File: src/rtl/decode_pkg.sv
// Shared ISA constants for the SimpleRISC decode stage: opcodes, immediate
// modifiers, field positions and the branch-offset helper.
package decode_pkg;

   typedef enum logic [4:0] {
      OP_ADD = 5'd0,  OP_SUB = 5'd1,  OP_MUL  = 5'd2,  OP_DIV = 5'd3,
      OP_MOD = 5'd4,  OP_CMP = 5'd5,  OP_AND  = 5'd6,  OP_OR  = 5'd7,
      OP_NOT = 5'd8,  OP_MOV = 5'd9,  OP_LSL  = 5'd10, OP_LSR = 5'd11,
      OP_ASR = 5'd12, OP_NOP = 5'd13, OP_LD   = 5'd14, OP_ST  = 5'd15,
      OP_BEQ = 5'd16, OP_BGT = 5'd17, OP_B    = 5'd18, OP_CALL = 5'd19,
      OP_RET = 5'd20
   } opcode_e;

   typedef enum logic [1:0] {
      MOD_SIGNED   = 2'b00,
      MOD_UNSIGNED = 2'b01,
      MOD_HIGH     = 2'b10
   } mod_e;

   localparam int OPCODE_LSB  = 27;
   localparam int IMM_BIT     = 26;
   localparam int RD_LSB      = 22;
   localparam int RS1_LSB     = 18;
   localparam int RS2_LSB     = 14;
   localparam int REG_W       = 4;
   localparam int IMM_FIELD_W = 18;
   localparam int OFFSET_W    = 27;

   localparam logic [REG_W-1:0] RA_REG = 4'd15;

   // Word offset to byte offset: sign-extend, scale by 4, drop carry-out bits.
   function automatic logic [31:0] branch_offset(input logic [OFFSET_W-1:0] off);
      return {{3{off[OFFSET_W-1]}}, off, 2'b00};
   endfunction

endpackage

File: src/rtl/decode_if.sv
// Fetch-to-decode bus: instruction/PC in, registered decoded fields out.
interface decode_if;
   import decode_pkg::*;

   logic [31:0]      inst;
   logic [31:0]      pc;
   logic [4:0]       opcode;
   logic             immediate_bit;
   logic [31:0]      branch_tgt;
   logic [REG_W-1:0] rd;
   logic [REG_W-1:0] rs1;
   logic [REG_W-1:0] rs2;
   logic [31:0]      immx;

   modport master (
      output inst, pc,
      input  opcode, immediate_bit, branch_tgt, rd, rs1, rs2, immx
   );

   modport slave (
      input  inst, pc,
      output opcode, immediate_bit, branch_tgt, rd, rs1, rs2, immx
   );
endinterface

File: src/rtl/decode_imm_extend.sv
// Combinational immediate extender: modifier inst[17:16] picks how inst[15:0]
// widens to 32 bits; the unused modifier 2'b11 falls back to sign extension.
module decode_imm_extend
   import decode_pkg::*;
(
   input  logic [IMM_FIELD_W-1:0] imm_field,
   output logic [31:0]            immx
);

   logic [15:0] imm16;
   assign imm16 = imm_field[15:0];

   // NOTE: a default assignment before the case keeps every path driven, so no latch.
   always_comb begin
      immx = {{16{imm16[15]}}, imm16};
      case (imm_field[17:16])
         MOD_UNSIGNED: immx = {16'h0, imm16};
         MOD_HIGH:     immx = {imm16, 16'h0};
         default:      immx = {{16{imm16[15]}}, imm16};
      endcase
   end

endmodule

File: src/rtl/decode.sv
// SimpleRISC decode stage: splits the instruction into fields, extends the
// immediate and forms the branch target; all outputs registered one cycle later.
module decode
   import decode_pkg::*;
(
   input  logic      clk,
   input  logic      reset,
   decode_if.slave   bus
);

   logic [4:0]       opcode_next;
   logic [REG_W-1:0] rd_next;
   logic [REG_W-1:0] rs1_next;
   logic [REG_W-1:0] rs2_next;
   logic [31:0]      immx_next;
   logic [31:0]      tgt_next;

   assign opcode_next = bus.inst[OPCODE_LSB +: 5];
   assign rd_next     = bus.inst[RD_LSB +: REG_W];
   assign tgt_next    = bus.pc + branch_offset(bus.inst[OFFSET_W-1:0]);

   // ret implicitly reads ra; st carries its data register in the rd slot.
   always_comb begin
      rs1_next = bus.inst[RS1_LSB +: REG_W];
      rs2_next = bus.inst[RS2_LSB +: REG_W];
      if (opcode_next == OP_RET) rs1_next = RA_REG;
      if (opcode_next == OP_ST)  rs2_next = rd_next;
   end

   decode_imm_extend u_imm_extend (
      .imm_field (bus.inst[IMM_FIELD_W-1:0]),
      .immx      (immx_next)
   );

   // NOTE: non-blocking assignments for state so every register samples pre-edge values.
   always_ff @(posedge clk or posedge reset) begin
      if (reset) begin
         bus.opcode        <= '0;
         bus.immediate_bit <= 1'b0;
         bus.branch_tgt    <= '0;
         bus.rd            <= '0;
         bus.rs1           <= '0;
         bus.rs2           <= '0;
         bus.immx          <= '0;
      end else begin
         bus.opcode        <= opcode_next;
         bus.immediate_bit <= bus.inst[IMM_BIT];
         bus.branch_tgt    <= tgt_next;
         bus.rd            <= rd_next;
         bus.rs1           <= rs1_next;
         bus.rs2           <= rs2_next;
         bus.immx          <= immx_next;
      end
   end

endmodule

File: src/flat_wrapper.sv
// flat-port wrapper written by rule: the top's interface ports become plain ports
module decode_flat import decode_pkg::*;
  (clk, reset, bus_inst, bus_pc, bus_opcode, bus_immediate_bit, bus_branch_tgt, bus_rd, bus_rs1, bus_rs2, bus_immx);
  decode_if bus_i ();
  input  logic clk;
  input  logic reset;
  input wire logic [$bits(bus_i.inst)-1:0] bus_inst;
  input wire logic [$bits(bus_i.pc)-1:0] bus_pc;
  output wire logic [$bits(bus_i.opcode)-1:0] bus_opcode;
  output wire logic [$bits(bus_i.immediate_bit)-1:0] bus_immediate_bit;
  output wire logic [$bits(bus_i.branch_tgt)-1:0] bus_branch_tgt;
  output wire logic [$bits(bus_i.rd)-1:0] bus_rd;
  output wire logic [$bits(bus_i.rs1)-1:0] bus_rs1;
  output wire logic [$bits(bus_i.rs2)-1:0] bus_rs2;
  output wire logic [$bits(bus_i.immx)-1:0] bus_immx;
  assign bus_i.inst = bus_inst;
  assign bus_i.pc = bus_pc;
  assign bus_opcode = bus_i.opcode;
  assign bus_immediate_bit = bus_i.immediate_bit;
  assign bus_branch_tgt = bus_i.branch_tgt;
  assign bus_rd = bus_i.rd;
  assign bus_rs1 = bus_i.rs1;
  assign bus_rs2 = bus_i.rs2;
  assign bus_immx = bus_i.immx;
  decode u_core (.clk(clk), .reset(reset), .bus(bus_i));
endmodule
File: config.mk
export PLATFORM = sky130hd
export DESIGN_NAME = decode_flat
export DESIGN_NICKNAME = d
export VERILOG_FILES = /design/src/rtl/decode_pkg.sv /design/src/rtl/decode_if.sv /design/src/rtl/decode_imm_extend.sv /design/src/rtl/decode.sv /design/src/flat_wrapper.sv
export SDC_FILE = /design/constraint.sdc
export NUM_CORES = 1
export LEC_CHECK = 0
export CAP_MARGIN = 20
export CORE_MARGIN = 2
export CORE_UTILIZATION = 40
export CTS_CLUSTER_SIZE = 30
export DETAILED_ROUTE_END_ITERATION = 10
export DONT_BUFFER_PORTS = 1
export PLACE_DENSITY_LB_ADDON = 0.2
export SETUP_SLACK_MARGIN = 0.05
export SLEW_MARGIN = 20
export SYNTH_ARGS = -nofsm -noshare
export SYNTH_HDL_FRONTEND = slang
export SYNTH_SLANG_ARGS = --single-unit
File: constraint.sdc
create_clock -name clk -period 6.2 [get_ports clk]
set_input_delay 1.24 -clock clk [delete_from_list [all_inputs] [get_ports clk]]
set_output_delay 1.24 -clock clk [all_outputs]
set_load 0.01 [all_outputs]
==> impl_metrics.py <==
metrics = {
    "synth": {
        "synth-simple-area-share_pct": 10.5,
        "yosysMostFrequentCell": "dfrtp_1",
        "synthTopCellsByCount": "dfrtp_1, a21oi_1, ha_1",
        "yosysSeqAreaShare_pct": 52.0,
        "muxShareOfSynthArea_pct": 1.14,
        "synth_warnings": 0,
        "syn_area_um2": 3950,
        "yosysTopAreaCell": "dfrtp_1",
        "ys_types": 45,
        "async_reset_ff_share_pct": 100,
        "ys_ff_latch": 82,
        "synth_flop_cell": "dfrtp_1",
        "syn_nets": 447,
        "synthAdderAreaFrac_pct": 10.3,
        "synthCells": 349,
        "synth_compound_area_share_pct": 17.7,
        "avgSynthCellArea_um2": 11.3,
        "synth_area_leaders": "dfrtp_1, ha_1, a21o_1",
        "synth_edf_count": 0,
        "synth_top_area_share_pct": 52.0,
        "synthXorXnorAreaFrac_pct": 6.21,
        "synth_top_family_by_area": "compound AO/OA/AOI/OAI gates",
    },
    "place": {
        "gp_congestion": 0.832,
        "post_dp_cell_area_um2": 4100,
        "io_buffers": 0,
        "dp_worst_setup_slack_ns": 2.63,
        "dp.cells": 476,
        "hpwl_mm": 7.12,
    },
    "clock_tree": {
        "postCtsSetupBuffers": 0,
        "cts.sinks": 82,
        "cts_tree": "done",
        "cts_made_buffers": 9,
        "cts_buffer_depth": 2,
        "cts_root_buffer": "clkbuf_8",
        "clkTransAtPathRegs_ns": 0.08,
        "h-tree-depth": 3,
        "ctsHoldBuffers": 0,
        "postCtsResizedCells": 0,
    },
    "cells_and_area": {
        "multiInputGateArea_um2": 1810,
        "drive_gt1_share_pct": 10.3,
        "register_area_um2": 2050,
        "postLayoutCoreUtil_pct": 44.3,
        "fillCellCount": 920,
        "area_growth_pct": 8.81,
        "final_cells": 491,
        "num-nets-final": 452,
        "diodes": 0,
        "fin_area_um2": 4290,
    },
    "die": {
        "fp.dieArea_um2": 10700,
        "core_area_um2": 9680,
        "ios": 148,
        "start_util_pct": 40.7,
        "die_h_um": 103,
        "rows": 36,
        "dieWidth_um": 103,
    },
    "run_status": {
        "status": "finished, final reports clean",
    },
    "sta": {
        "hold_violations": 0,
        "setup_ws_ns": 3.02,
        "tns_ns": 0,
        "maxSlewHeadroom_pct": 53.6,
        "fin_crit_sh_pct": 51.3,
        "worst_slew_pin_slew_ns": 0.693,
        "rsz0062_at_grt": "no",
        "fin_crit_ns": 3.18,
        "setup_viol": 0,
        "fmax_mhz": 315,
        "final_max_slew_viol_count": 0,
    },
    "routing": {
        "dr.pass1.iters": 4,
        "dr.first_iter.drc_count": 103,
        "routed_wl_mm": 9.16,
        "vias": 2579,
        "routed_via_density": 5.25,
        "wire_per_inst_um": 18.6,
        "drtAntennaViolNets": 0,
        "drc": 0,
    },
    "worst_setup_path": {
        "cp.depth": 10,
        "slowest_stage": "fa_1",
        "crit_buf_inv": 1,
        "endpoint_kind": "flip-flop",
        "worstPathMaxFanout": 3,
        "required_ns": 6.48,
        "crit_type": "input pin to flip-flop",
        "slowest_delay_ns": 0.40,
        "setup.worst_path.start_class": "input pin",
        "crit_chain": "ha_1 -> inv_1 -> fa_1 -> nand2b_1 -> a211oi_1 -> a211oi_1 -> a2111oi_0 -> nor3_1 -> o21ai_1 -> xor2_1",
        "crit_top_cell": "a211oi_1",
        "crit_family": "compound AO/OA/AOI/OAI gates",
        "cp.arrival_ns": 3.46,
    },
    "global_route": {
        "grt_max_degree": 49,
        "grt.overflow.total": 0,
        "antenna_found_initial": 0,
        "grt_pass1_vias": 2563,
        "grt_pass1_wl_mm": 13.8,
        "track_usage_pct": 17.4,
    },
    "min_path": {
        "min_path_type": "input pin to async pin",
    },
    "pwr": {
        "ir_drop_mv": 0.0909,
        "p_per_area_nw_per_um2": 294,
        "p_leak_nw": 2.01,
    },
    "run": {
        "maxCapViolations": 0,
    },
}
-- worst paths after layout --
| kind | start | endpoint | slack (ns) |
|---|---|---|---|
| min in group clk | bus_inst[26] | u_core.bus.immediate_bit | 0.91 |
| max in group asynchronous | reset | u_core.bus.rs2[0] | 4.38 |
| min | reset | u_core.bus.opcode[1] | 0.82 |
| max | bus_pc[2] | u_core.bus.branch_tgt[30] | 3.02 |
-- per-stage QoR --
stage	hold WS, ns	total power, mW
finish	0.817	1.26
global route	0.842	1.34
global placement	1.22	0.893
floorplan	1.27	0.838
detailed placement	1.22	0.893
CTS	0.822	1.28
-- routing by layer --
metal  global-route usage (%)  share of wire [%]  vias to the layer above
met4                     5.47                1.2                        0
met3                     6.85                8.7                        9
met1                     23.5                 44                     1240
met5                        0                  0                        -
met2                     25.6                 46                       97
li1                         -                  -                     1233
-- logic make-up after synthesis --
family / after synthesis
XOR/XNOR: 28
adder cells (fa/ha/maj): 32
buffers and inverters: 22
flip-flops: 82
multiplexers: 4
AO/OA/AOI/OAI: 102
AND/OR/NAND/NOR: 79
-- report_power, final --
| part | switching [mW] | internal (mW) |
|---|---|---|
| Combinational | 0.123 | 0.0881 |
| Sequential | 0.0670 | 0.603 |
| Clock | 0.190 | 0.193 |
-- cell type report --
| class | instances | area share [%] |
|---|---|---|
| clock inverters | 5 | 1.28 |
| repair buffers | 2 | 0.350 |
| flip-flops and latches | 82 | 47.8 |
| clock buffers | 10 | 3.21 |
| well taps | 133 | 3.88 |
| multi-input cells | 245 | 42.2 |
| inverters | 14 | 1.25 |
-- cell usage in the layout (no fill, tap or decap), types with 3 or more instances in the layout --
| cell type | netlist | final |
|---|---|---|
| o21ai_1 | 3 | 3 |
| a211o_1 | 3 | 3 |
| ha_1 | 31 | 31 |
| nand4_1 | 10 | 10 |
| nor2b_1 | 17 | 16 |
| o21a_1 | 4 | 4 |
| xor2_1 | 8 | 8 |
| and2_1 | 3 | 3 |
| nand2b_1 | 3 | 3 |
| inv_1 | 14 | 13 |
| clkbuf_8 | 0 | 10 |
| mux2_2 | 4 | 4 |
| nand2_1 | 18 | 18 |
| xnor2_1 | 20 | 20 |
| clkinv_2 | 0 | 3 |
| nor2_1 | 12 | 12 |
| a21o_1 | 24 | 24 |
| o21ai_0 | 11 | 11 |
| a21oi_1 | 34 | 34 |
| o21bai_1 | 4 | 4 |
| dfrtp_1 | 82 | 82 |
| or2_2 | 6 | 6 |
| nor3_1 | 3 | 3 |
-- flip-flops by register name, indices dropped and copies added (netlist names) --
| name | flops |
|---|---|
| u_core.bus.branch_tgt | 32 |
| u_core.bus.immediate_bit | 1 |
| u_core.bus.immx | 32 |
| u_core.bus.opcode | 5 |
| u_core.bus.rd | 4 |
| u_core.bus.rs1 | 4 |
| u_core.bus.rs2 | 4 |
No activity file was read; power rests on OpenSTA's default activity.
